`src/rtl/stage_decode_if.sv`:
```
// Fetch/writeback-to-decode bundle: fetched instruction, register-file write port and the
// registered decode results handed on to execute.
interface stage_decode_if #(
    parameter int unsigned INSTR_SIZE = 32
);
    logic [INSTR_SIZE-1:0] pc_i;
    logic [INSTR_SIZE-1:0] instr_i;
    logic                  flush_i;
    logic                  wb_en_i;
    logic [4:0]            wb_addr_i;
    logic [INSTR_SIZE-1:0] wb_data_i;

    logic                  stall_o;
    logic [INSTR_SIZE-1:0] pc_o;
    logic [INSTR_SIZE-1:0] rs1_data_o;
    logic [INSTR_SIZE-1:0] rs2_data_o;
    logic [INSTR_SIZE-1:0] imm_o;
    logic [4:0]            rd_o;
    logic [3:0]            alu_op_o;
    logic                  valid_o;
    logic                  reg_wr_o;
    logic                  mem_rd_o;
    logic                  mem_wr_o;
    logic                  branch_o;
    logic                  jump_o;
    logic                  alu_imm_o;
    logic                  illegal_o;

    modport master (
        output pc_i, instr_i, flush_i, wb_en_i, wb_addr_i, wb_data_i,
        input  stall_o, pc_o, rs1_data_o, rs2_data_o, imm_o, rd_o, alu_op_o,
        input  valid_o, reg_wr_o, mem_rd_o, mem_wr_o, branch_o, jump_o, alu_imm_o, illegal_o
    );

    modport slave (
        input  pc_i, instr_i, flush_i, wb_en_i, wb_addr_i, wb_data_i,
        output stall_o, pc_o, rs1_data_o, rs2_data_o, imm_o, rd_o, alu_op_o,
        output valid_o, reg_wr_o, mem_rd_o, mem_wr_o, branch_o, jump_o, alu_imm_o, illegal_o
    );
endinterface

```
`src/rtl/stage_decode.sv`:
```
// RV32I decode stage: register file with write-through bypass, immediate/control decode,
// one-cycle load-use stall and flush handling, all outputs registered.
module stage_decode #(
    parameter int unsigned           INSTR_SIZE = 32,
    parameter logic [INSTR_SIZE-1:0] NOP_INSTR  = 32'h0000_0013,
    parameter logic [INSTR_SIZE-1:0] BOOT_ADDR  = 32'h0000_0000
) (
    input logic           clk,
    input logic           reset_n,
    stage_decode_if.slave dec
);

    localparam logic [6:0] OpcOp     = 7'b0110011;
    localparam logic [6:0] OpcOpImm  = 7'b0010011;
    localparam logic [6:0] OpcLoad   = 7'b0000011;
    localparam logic [6:0] OpcStore  = 7'b0100011;
    localparam logic [6:0] OpcBranch = 7'b1100011;
    localparam logic [6:0] OpcJal    = 7'b1101111;
    localparam logic [6:0] OpcJalr   = 7'b1100111;
    localparam logic [6:0] OpcLui    = 7'b0110111;
    localparam logic [6:0] OpcAuipc  = 7'b0010111;

    typedef struct packed {
        logic [INSTR_SIZE-1:0] pc;
        logic [INSTR_SIZE-1:0] rs1;
        logic [INSTR_SIZE-1:0] rs2;
        logic [INSTR_SIZE-1:0] imm;
        logic [4:0]            rd;
        logic [3:0]            alu_op;
        logic                  valid;
        logic                  reg_wr;
        logic                  mem_rd;
        logic                  mem_wr;
        logic                  branch;
        logic                  jump;
        logic                  alu_imm;
        logic                  illegal;
    } dec_out_t;

    dec_out_t              out_q, out_d;
    logic [INSTR_SIZE-1:0] regs_q [32];
    logic [INSTR_SIZE-1:0] regs_d [32];

    logic [4:0]            rs1_addr, rs2_addr;
    logic [INSTR_SIZE-1:0] rs1_val, rs2_val;
    logic [6:0]            fetch_opc;
    logic                  use_rs1, use_rs2;
    logic                  stall, kill;

    logic [INSTR_SIZE-1:0] instr_dec;
    logic [6:0]            opc;
    logic [2:0]            funct3;
    logic                  funct7_b5;
    logic [INSTR_SIZE-1:0] imm_i, imm_s, imm_b, imm_u, imm_j;

    logic                  dec_legal, dec_reg_type, dec_mem_rd, dec_mem_wr;
    logic                  dec_branch, dec_jump, dec_alu_imm;
    logic [INSTR_SIZE-1:0] dec_imm;
    logic [4:0]            dec_rd;
    logic [3:0]            dec_alu_op;

    // Register file; x0 is never stored and a write during reset is dropped.
    always_comb begin
        regs_d = regs_q;
        if (!reset_n) begin
            for (int i = 0; i < 32; i++) begin
                regs_d[i] = '0;
            end
        end else if (dec.wb_en_i && (dec.wb_addr_i != 5'd0)) begin
            regs_d[dec.wb_addr_i] = dec.wb_data_i;
        end
    end

    always_ff @(posedge clk) begin
        regs_q <= regs_d;
    end

    assign rs1_addr = dec.instr_i[19:15];
    assign rs2_addr = dec.instr_i[24:20];

    always_comb begin
        rs1_val = '0;
        rs2_val = '0;
        if (rs1_addr != 5'd0) begin
            rs1_val = (dec.wb_en_i && (dec.wb_addr_i == rs1_addr)) ? dec.wb_data_i
                                                                    : regs_q[rs1_addr];
        end
        if (rs2_addr != 5'd0) begin
            rs2_val = (dec.wb_en_i && (dec.wb_addr_i == rs2_addr)) ? dec.wb_data_i
                                                                    : regs_q[rs2_addr];
        end
    end

    // Load-use hazard against the instruction currently waiting in fetch.
    always_comb begin
        fetch_opc = dec.instr_i[6:0];
        use_rs1   = !((fetch_opc == OpcLui) || (fetch_opc == OpcAuipc) || (fetch_opc == OpcJal));
        use_rs2   = (fetch_opc == OpcOp) || (fetch_opc == OpcStore) || (fetch_opc == OpcBranch);
        stall     = !dec.flush_i && out_q.valid && out_q.mem_rd && (out_q.rd != 5'd0) &&
                    ((use_rs1 && (rs1_addr == out_q.rd)) || (use_rs2 && (rs2_addr == out_q.rd)));
        kill      = dec.flush_i || stall;
    end

    // The decoder sees the canonical nop while killing so its datapath stays quiet.
    assign instr_dec = kill ? NOP_INSTR : dec.instr_i;
    assign opc       = instr_dec[6:0];
    assign funct3    = instr_dec[14:12];

    assign imm_i = {{(INSTR_SIZE-12){instr_dec[31]}}, instr_dec[31:20]};
    assign imm_s = {{(INSTR_SIZE-12){instr_dec[31]}}, instr_dec[31:25], instr_dec[11:7]};
    assign imm_b = {{(INSTR_SIZE-13){instr_dec[31]}}, instr_dec[31], instr_dec[7],
                    instr_dec[30:25], instr_dec[11:8], 1'b0};
    assign imm_u = {instr_dec[31:12], 12'b0};
    assign imm_j = {{(INSTR_SIZE-21){instr_dec[31]}}, instr_dec[31], instr_dec[19:12],
                    instr_dec[20], instr_dec[30:21], 1'b0};

    always_comb begin
        dec_legal    = 1'b1;
        dec_reg_type = 1'b0;
        dec_mem_rd   = 1'b0;
        dec_mem_wr   = 1'b0;
        dec_branch   = 1'b0;
        dec_jump     = 1'b0;
        dec_alu_imm  = 1'b1;
        dec_imm      = '0;
        unique case (opc)
            OpcOp: begin
                dec_reg_type = 1'b1;
                dec_alu_imm  = 1'b0;
            end
            OpcOpImm: begin
                dec_reg_type = 1'b1;
                dec_imm      = imm_i;
            end
            OpcLoad: begin
                dec_reg_type = 1'b1;
                dec_mem_rd   = 1'b1;
                dec_imm      = imm_i;
            end
            OpcStore: begin
                dec_mem_wr = 1'b1;
                dec_imm    = imm_s;
            end
            OpcBranch: begin
                dec_branch  = 1'b1;
                dec_alu_imm = 1'b0;
                dec_imm     = imm_b;
            end
            OpcJal: begin
                dec_reg_type = 1'b1;
                dec_jump     = 1'b1;
                dec_imm      = imm_j;
            end
            OpcJalr: begin
                dec_reg_type = 1'b1;
                dec_jump     = 1'b1;
                dec_imm      = imm_i;
            end
            OpcLui, OpcAuipc: begin
                dec_reg_type = 1'b1;
                dec_imm      = imm_u;
            end
            default: begin
                dec_legal   = 1'b0;
                dec_alu_imm = 1'b0;
            end
        endcase
    end

    // Only shifts carry funct7[5] among the immediate ALU ops.
    assign funct7_b5  = instr_dec[30] &&
                        !((opc == OpcOpImm) && (funct3[1:0] != 2'b01));
    assign dec_alu_op = dec_legal ? {funct7_b5, funct3} : 4'd0;
    assign dec_rd     = dec_reg_type ? instr_dec[11:7] : 5'd0;

    always_comb begin
        out_d = out_q;
        if (!reset_n) begin
            out_d    = '0;
            out_d.pc = BOOT_ADDR;
        end else if (kill) begin
            out_d.imm     = '0;
            out_d.rd      = 5'd0;
            out_d.alu_op  = 4'd0;
            out_d.valid   = 1'b0;
            out_d.reg_wr  = 1'b0;
            out_d.mem_rd  = 1'b0;
            out_d.mem_wr  = 1'b0;
            out_d.branch  = 1'b0;
            out_d.jump    = 1'b0;
            out_d.alu_imm = 1'b0;
            out_d.illegal = 1'b0;
        end else begin
            out_d.pc      = dec.pc_i;
            out_d.rs1     = rs1_val;
            out_d.rs2     = rs2_val;
            out_d.imm     = dec_imm;
            out_d.rd      = dec_rd;
            out_d.alu_op  = dec_alu_op;
            out_d.valid   = 1'b1;
            out_d.reg_wr  = dec_reg_type && (dec_rd != 5'd0);
            out_d.mem_rd  = dec_mem_rd;
            out_d.mem_wr  = dec_mem_wr;
            out_d.branch  = dec_branch;
            out_d.jump    = dec_jump;
            out_d.alu_imm = dec_alu_imm;
            out_d.illegal = !dec_legal;
        end
    end

    always_ff @(posedge clk) begin
        out_q <= out_d;
    end

    assign dec.stall_o    = stall;
    assign dec.pc_o       = out_q.pc;
    assign dec.rs1_data_o = out_q.rs1;
    assign dec.rs2_data_o = out_q.rs2;
    assign dec.imm_o      = out_q.imm;
    assign dec.rd_o       = out_q.rd;
    assign dec.alu_op_o   = out_q.alu_op;
    assign dec.valid_o    = out_q.valid;
    assign dec.reg_wr_o   = out_q.reg_wr;
    assign dec.mem_rd_o   = out_q.mem_rd;
    assign dec.mem_wr_o   = out_q.mem_wr;
    assign dec.branch_o   = out_q.branch;
    assign dec.jump_o     = out_q.jump;
    assign dec.alu_imm_o  = out_q.alu_imm;
    assign dec.illegal_o  = out_q.illegal;

endmodule

```
`src/flat_wrapper.sv`:
```
// flat-port wrapper written by rule: the top's interface ports become plain ports
module stage_decode_flat 
#(
    parameter int unsigned           INSTR_SIZE = 32,
    parameter logic [INSTR_SIZE-1:0] NOP_INSTR  = 32'h0000_0013,
    parameter logic [INSTR_SIZE-1:0] BOOT_ADDR  = 32'h0000_0000
)
  (clk, reset_n, dec_pc_i, dec_instr_i, dec_flush_i, dec_wb_en_i, dec_wb_addr_i, dec_wb_data_i, dec_stall_o, dec_pc_o, dec_rs1_data_o, dec_rs2_data_o, dec_imm_o, dec_rd_o, dec_alu_op_o, dec_valid_o, dec_reg_wr_o, dec_mem_rd_o, dec_mem_wr_o, dec_branch_o, dec_jump_o, dec_alu_imm_o, dec_illegal_o);
  stage_decode_if #(.INSTR_SIZE(INSTR_SIZE)) dec_i ();
  input logic clk;
  input logic reset_n;
  input wire logic [$bits(dec_i.pc_i)-1:0] dec_pc_i;
  input wire logic [$bits(dec_i.instr_i)-1:0] dec_instr_i;
  input wire logic [$bits(dec_i.flush_i)-1:0] dec_flush_i;
  input wire logic [$bits(dec_i.wb_en_i)-1:0] dec_wb_en_i;
  input wire logic [$bits(dec_i.wb_addr_i)-1:0] dec_wb_addr_i;
  input wire logic [$bits(dec_i.wb_data_i)-1:0] dec_wb_data_i;
  output wire logic [$bits(dec_i.stall_o)-1:0] dec_stall_o;
  output wire logic [$bits(dec_i.pc_o)-1:0] dec_pc_o;
  output wire logic [$bits(dec_i.rs1_data_o)-1:0] dec_rs1_data_o;
  output wire logic [$bits(dec_i.rs2_data_o)-1:0] dec_rs2_data_o;
  output wire logic [$bits(dec_i.imm_o)-1:0] dec_imm_o;
  output wire logic [$bits(dec_i.rd_o)-1:0] dec_rd_o;
  output wire logic [$bits(dec_i.alu_op_o)-1:0] dec_alu_op_o;
  output wire logic [$bits(dec_i.valid_o)-1:0] dec_valid_o;
  output wire logic [$bits(dec_i.reg_wr_o)-1:0] dec_reg_wr_o;
  output wire logic [$bits(dec_i.mem_rd_o)-1:0] dec_mem_rd_o;
  output wire logic [$bits(dec_i.mem_wr_o)-1:0] dec_mem_wr_o;
  output wire logic [$bits(dec_i.branch_o)-1:0] dec_branch_o;
  output wire logic [$bits(dec_i.jump_o)-1:0] dec_jump_o;
  output wire logic [$bits(dec_i.alu_imm_o)-1:0] dec_alu_imm_o;
  output wire logic [$bits(dec_i.illegal_o)-1:0] dec_illegal_o;
  assign dec_i.pc_i = dec_pc_i;
  assign dec_i.instr_i = dec_instr_i;
  assign dec_i.flush_i = dec_flush_i;
  assign dec_i.wb_en_i = dec_wb_en_i;
  assign dec_i.wb_addr_i = dec_wb_addr_i;
  assign dec_i.wb_data_i = dec_wb_data_i;
  assign dec_stall_o = dec_i.stall_o;
  assign dec_pc_o = dec_i.pc_o;
  assign dec_rs1_data_o = dec_i.rs1_data_o;
  assign dec_rs2_data_o = dec_i.rs2_data_o;
  assign dec_imm_o = dec_i.imm_o;
  assign dec_rd_o = dec_i.rd_o;
  assign dec_alu_op_o = dec_i.alu_op_o;
  assign dec_valid_o = dec_i.valid_o;
  assign dec_reg_wr_o = dec_i.reg_wr_o;
  assign dec_mem_rd_o = dec_i.mem_rd_o;
  assign dec_mem_wr_o = dec_i.mem_wr_o;
  assign dec_branch_o = dec_i.branch_o;
  assign dec_jump_o = dec_i.jump_o;
  assign dec_alu_imm_o = dec_i.alu_imm_o;
  assign dec_illegal_o = dec_i.illegal_o;
  stage_decode #(.INSTR_SIZE(INSTR_SIZE), .NOP_INSTR(NOP_INSTR), .BOOT_ADDR(BOOT_ADDR)) u_core (.clk(clk), .reset_n(reset_n), .dec(dec_i));
endmodule
```
`config.mk`:
```
export PLATFORM = sky130hd
export DESIGN_NAME = stage_decode_flat
export DESIGN_NICKNAME = d
export VERILOG_FILES = /design/src/rtl/stage_decode_if.sv /design/src/rtl/stage_decode.sv /design/src/flat_wrapper.sv
export SDC_FILE = /design/constraint.sdc
export NUM_CORES = 2
export LEC_CHECK = 0
export CAP_MARGIN = 0
export CORE_UTILIZATION = 60
export DETAILED_ROUTE_END_ITERATION = 6
export HOLD_SLACK_MARGIN = 0.02
export PLACE_DENSITY = 0.86
export SLEW_MARGIN = 20
export SYNTH_ARGS = -nofsm -noshare
export SYNTH_HDL_FRONTEND = slang
export SYNTH_SLANG_ARGS = --single-unit
```
`constraint.sdc`:
```
create_clock -name clk -period 7.9 [get_ports clk]
set_input_delay 1.58 -clock clk [delete_from_list [all_inputs] [get_ports clk]]
set_output_delay 1.58 -clock clk [all_outputs]
set_load 0.02 [all_outputs]
```
=== Word-level counts from Yosys, hierarchy flattened ===
Cells that the tools add are included.

* Output and inout port bits: 146
* Flip-flop bits (word level): 1,169
* Word-level logic and storage cells: 135

* Reductions and logical operators: 36
* $lt $le $gt $ge: 4
* Bitwise logic cells: 5
* Mux-type cells: 24
* Equal/unequal tests: 20

{| class="wikitable"
|+ Operators with widths
! operator !! count
|-
| $bwmux W1024 || 1
|-
| $bmux W32 S5 || 2
|-
| $mux W32 || 10
|-
| $demux W32 S5 || 1
|-
| $pmux W32 S5 || 1
|-
| $eq A7 B6 Y1 const B || 6
|-
| $eq A7 B7 Y1 const B || 5
|-
| $reduce_bool A5 Y1 || 5
|-
| $eq A7 B5 Y1 const B || 3
|-
| $eq A5 B5 Y1 || 4
|-
| $ge A6 B6 Y1 const B || 3
|-
| $not A5 Y6 || 3
|-
| $reduce_or A7 Y1 || 2
|-
| $logic_and A1 B1 Y1 || 13
|-
| $reduce_or A9 Y1 || 1
|-
| $mux W8 || 1
|-
| $eq A7 B2 Y1 const B || 1
|-
| $mux W1 || 7
|-
| $logic_or A1 B1 Y1 || 6
|-
| $lt A6 B1 Y1 const B || 1
|-
| $reduce_or A2 Y1 || 3
|-
| $reduce_or A3 Y1 || 2
|-
| $mux W5 || 1
|-
| $logic_not A1 Y1 || 4
|-
| 2 further kinds || 3
|}

=== Longest topological paths before layout ===
* Depth after elaboration: 16
* Gate-level depth with buffers: 10

=== Worst setup path before layout ===
OpenSTA, ideal clock, no wires.

* Kind: input -> output
* Start point: input dec_instr_i[20]
* End point: output dec_stall_o
* Arrival: 2.861 ns
* Required time: 6.320 ns
* Stages: 6
* Path buffers: 2
* Slack: 3.459 ns
* Cell sequence: clkbuf_1 > xnor2_1 > nand4_1 > or4_1 > buf_2 > nand2_1

* Longest elaborated chain between the ends: 4

{| class="wikitable"
|+ Ends and longest elaborated chain
! element !! RTL line !! source
|-
| start, declared || flat_wrapper.sv:13 || <nowiki>input wire logic [$bits(dec_i.instr_i)-1:0] dec_instr_i;</nowiki>
|-
| $eq A5 B5 Y1 || stage_decode.sv:100 || <nowiki>((use_rs1 && (rs1_addr == out_q.rd)) || (use_rs2 && (rs2_addr == out_q.rd)));</nowiki>
|-
| $logic_and A1 B1 Y1 || stage_decode.sv:100 ||
|-
| $logic_or A1 B1 Y1 || stage_decode.sv:100 ||
|-
| $logic_and A1 B1 Y1 || stage_decode.sv:99 || <nowiki>stall = !dec.flush_i && out_q.valid && out_q.mem_rd && (out_q.rd != 5'd0) &&</nowiki>
|-
| end, declared || flat_wrapper.sv:18 || <nowiki>output wire logic [$bits(dec_i.stall_o)-1:0] dec_stall_o;</nowiki>
|}

Every way passes these cells.

=== Final worst setup path ===
* Start point: input dec_flush_i
* End point: output dec_stall_o

* Longest elaborated chain between the ends: 5

{| class="wikitable"
|+ Ends and longest elaborated chain
! element !! RTL line !! source
|-
| start, declared || flat_wrapper.sv:14 || <nowiki>input wire logic [$bits(dec_i.flush_i)-1:0] dec_flush_i;</nowiki>
|-
| $logic_not A1 Y1 || stage_decode.sv:99 ||
|-
| $logic_and A1 B1 Y1 (4 in a row) || stage_decode.sv:99 ||
|}

Every way passes these cells.

==> impl_metrics.toml <==
[outcome]
status = "finished with violations"
violations = "design-rule violations"

[global_routing]
grt_start_max_net_pins = 260
track_usage = 0.391
grt_pass1_vias = 51500
grt_pass1_wl_um = 303000
grt_overflow_total = 0
antenna_found_initial = 12

[cts]
cts-resized-gates = 0
cts_tree = "built"
root_buffer = "clkbuf_16"
insertion_delay_ns = 0.72
cts_buffers = 115
htreeDepth = 3
clock_sinks = 1169
hold_buffers = 0
post_cts_buffers = 0
cts_buffer_depth = 3
clk_pin_slew_ns = 0.06

[power_and_ir_drop]
p_leak_nw = 22.1
comb_power_share = 0.086
power_frac_seq = 0.464
switching_power_w = 0.00317
ir_worst_vdd_mv = 0.180
switching_share = 0.244
p_per_area_nw_per_um2 = 196
internal_power_w = 0.00982
clkPwrFrac = 0.451

[synthesis]
synthesis.nets = 6429
netlist_instances = 6324
ys_types = 47
synth_edf_count = 0
netlist.top_cell.by_area = "dfxtp_1"
syn_area_um2 = 59800
ys_seq_area_frac = 0.391
synth.top_cell.area_share = 0.391
synth_warnings = 0
synthTopCellsByArea = "dfxtp_1 39%, mux4_2 19%, nand2_1 13%, a21boi_0 12%, clkbuf_1 3.2%"
synth_area_per_cell_um2 = 9.45
synthArstFlopShare = 0
ys_ff_latch = 1169
synth_flop_cell = "dfxtp_1"

[worst_setup_path]
critPathMaxStageDelay_ns = 0.66
worst_path_max_delay_cell = "or4_1"
worstPathArrival_ns = 4.21
critical_path.cell_chain = "clkdlybuf4s50_1 > nand3b_1 > o21bai_1 > or4_1 > nand2_1 > clkdlybuf4s50_1"
critPathTopFamily = "simple AND/OR/NAND/NOR gates"
crit_top_cell = "clkdlybuf4s50_1"
crit_type = "in -> out"
cp-end-kind = "output pin"
cp_max_fo = 8
startpoint_type = "primary input"
crit_buf_inv = 2
worstPathRequired_ns = 6.32

[sta]
fin_tns_setup_ns = 0
max_freq_mhz = 173
fin_skew_ns = 0.0222
finalMaxSlewViolations = 0
hold_viol_final = 0
worst_slew_pin_slew_ns = 1.19
rsz0062_at_grt = "no"
fin_crit_ns = 5.79
setup_violations = 0
maxSlewHeadroom = 0.199
holdWs_ns = 0.475
fin_crit_sh = 0.733

[final_layout]
area_delta_synth_final_pct = 11.1
nFillCells = 7046
instances_no_fill = 7537
seq_area_um2 = 23400
multiInputGateArea_um2 = 33800
nNetsFinal = 6262
stdcell_area_um2 = 66400
layout-drive-gt1-share = 0.162

[placement]
place_inst = 7327
gp_congestion = 0.925
detailed_place.area_um2 = 62400
numPortBuffers = 250
dpl.hpwl_um = 114000

[die]
die_w_um = 318
ios = 251
initial_utilization = 0.607
core-area_um2 = 98600
die_h_um = 318
rows = 115
dieArea_um2 = 101000

[job]
maxCapViolCount = 0

[drt]
firstDrtPassIters = 7
routed_via_density = 6.89
drt-wirelength-per-cell_um = 26.8
postRouteAntennaNets = 0
drt_iter0_markers = 7784
vias = 51900
drc_errors = 2
drt_wl_total_um = 202000

[worst_hold_path]
worstHoldPathType = "reg -> reg"
## cell usage after synthesis (52+ instances only)
cell type,number
a21boi_0,993
dfxtp_1,1169
buf_2,70
nor2_1,112
mux2i_1,164
mux4_2,514
and2_1,52
nand2_1,2110
o21ai_0,70
a221o_1,64
mux2_2,124
a211oi_1,127
clkbuf_1,513
## flip-flops by register name (all words and copies together), names as in the netlist
name and cells:
u_core.dec.valid_o 1, u_core.regs_q 1024, u_core.dec.mem_wr_o 1, u_core.dec.rs2_data_o 32, u_core.dec.branch_o 1, u_core.dec.alu_imm_o 1
u_core.dec.illegal_o 1, u_core.dec.rd_o 5, u_core.dec.mem_rd_o 1, u_core.dec.rs1_data_o 32, u_core.dec.jump_o 1, u_core.dec.pc_o 32
u_core.dec.reg_wr_o 1, u_core.dec.imm_o 32, u_core.dec.alu_op_o 4
## through the flow
stage / power, W / setup slack [ns] / util
3_3_place_gp: 0.00720 / 2.17 / 0.633
3_5_place_dp: 0.00722 / 2.17 / 0.633
6_report: 0.0130 / 2.11 / 0.674
4_1_cts: 0.0129 / 2.16 / 0.674
2_1_floorplan: 0.00683 / 3.46 / -
5_1_grt: 0.0133 / 2.03 / 0.674
## layer usage
metal	share of wire	global-route usage	vias to the layer above
met5	0.00054	0	-
met4	0.077	0.275	16
met3	0.15	0.129	1084
met2	0.44	0.590	4359
met1	0.34	0.473	24800
li1	-	-	21700
## placed cells by master (no fill, tap or decap), types with 4 or more instances in the layout
master	n
nand3b_1	4
xor2_1	11
clkdlybuf4s50_1	239
nand3_1	8
nor3b_1	6
clkbuf_1	18
buf_8	5
a21oi_1	28
nor4_1	4
a221o_1	64
inv_1	6
buf_4	131
clkinv_2	21
clkinvlp_4	7
dfxtp_1	1169
a21boi_0	993
buf_12	5
mux2_2	124
or2_2	4
nand2_1	2110
nor2_1	84
and2_1	51
bufinv_16	15
clkbuf_16	119
o21ai_0	70
mux2i_1	164
diode_2	4
nor2b_1	34
nor3_1	5
a211oi_1	127
mux4_2	514
nor2_2	28
or4_1	5
xnor2_1	9
clkbuf_8	25
## worst paths after layout
kind / startpoint / end / cells past startpoint / slack, ns
worst min register to register: u_core.regs_q[147]$_SDFFE_PN0P_ / u_core.regs_q[147]$_SDFFE_PN0P_ / 2 / 0.48
worst max register to register: u_core.dec.rd_o[0]$_SDFF_PP0_ / u_core.dec.reg_wr_o$_SDFF_PP0_ / 6 / 4.95
worst max-delay path: dec_flush_i / dec_stall_o / 6 / 2.11
worst min-delay path: u_core.regs_q[147]$_SDFFE_PN0P_ / u_core.regs_q[147]$_SDFFE_PN0P_ / 2 / 0.48
## logic make-up after synthesis
family / count (synthesis) / share of synthesized area
simple gates: 2366 / 0.155
compound gates: 1294 / 0.161
flops: 1169 / 0.391
mux: 802 / 0.244
buf+inv: 673 / 0.0447
xor+xnor: 20 / 0.00293
## power by group through the flow
stage | clock [W] | combinational, W | sequential, W
after floorplan | 0 | 0.000673 | 0.00616
after global placement | 0 | 0.00106 | 0.00614
after detailed placement | 0 | 0.00107 | 0.00615
after CTS | 0.00584 | 0.00108 | 0.00602
after global routing | 0.00609 | 0.00114 | 0.00602
final | 0.00585 | 0.00111 | 0.00602
## area by class of cell
| type | count | area share |
|---|---|---|
| Inverter | 6 | 0.000339 |
| Timing Repair Buffer | 383 | 0.0540 |
| Clock inverter | 46 | 0.00955 |
| Clock buffer | 160 | 0.0506 |
| Antenna cell | 4 | 0.000151 |
| Sequential cell | 1169 | 0.352 |
| Tap cell | 1287 | 0.0242 |
| Multi-Input combinational cell | 4482 | 0.509 |
## tightest hold or removal path, delay by kind of cell (launching register included)
kind / cells / cell delay (ns)
flip-flops: 1 / 0.31
AO/OA/AOI/OAI: 1 / 0.06
AND/OR/NAND/NOR: 1 / 0.05
Power figures use the tool's default switching activity.
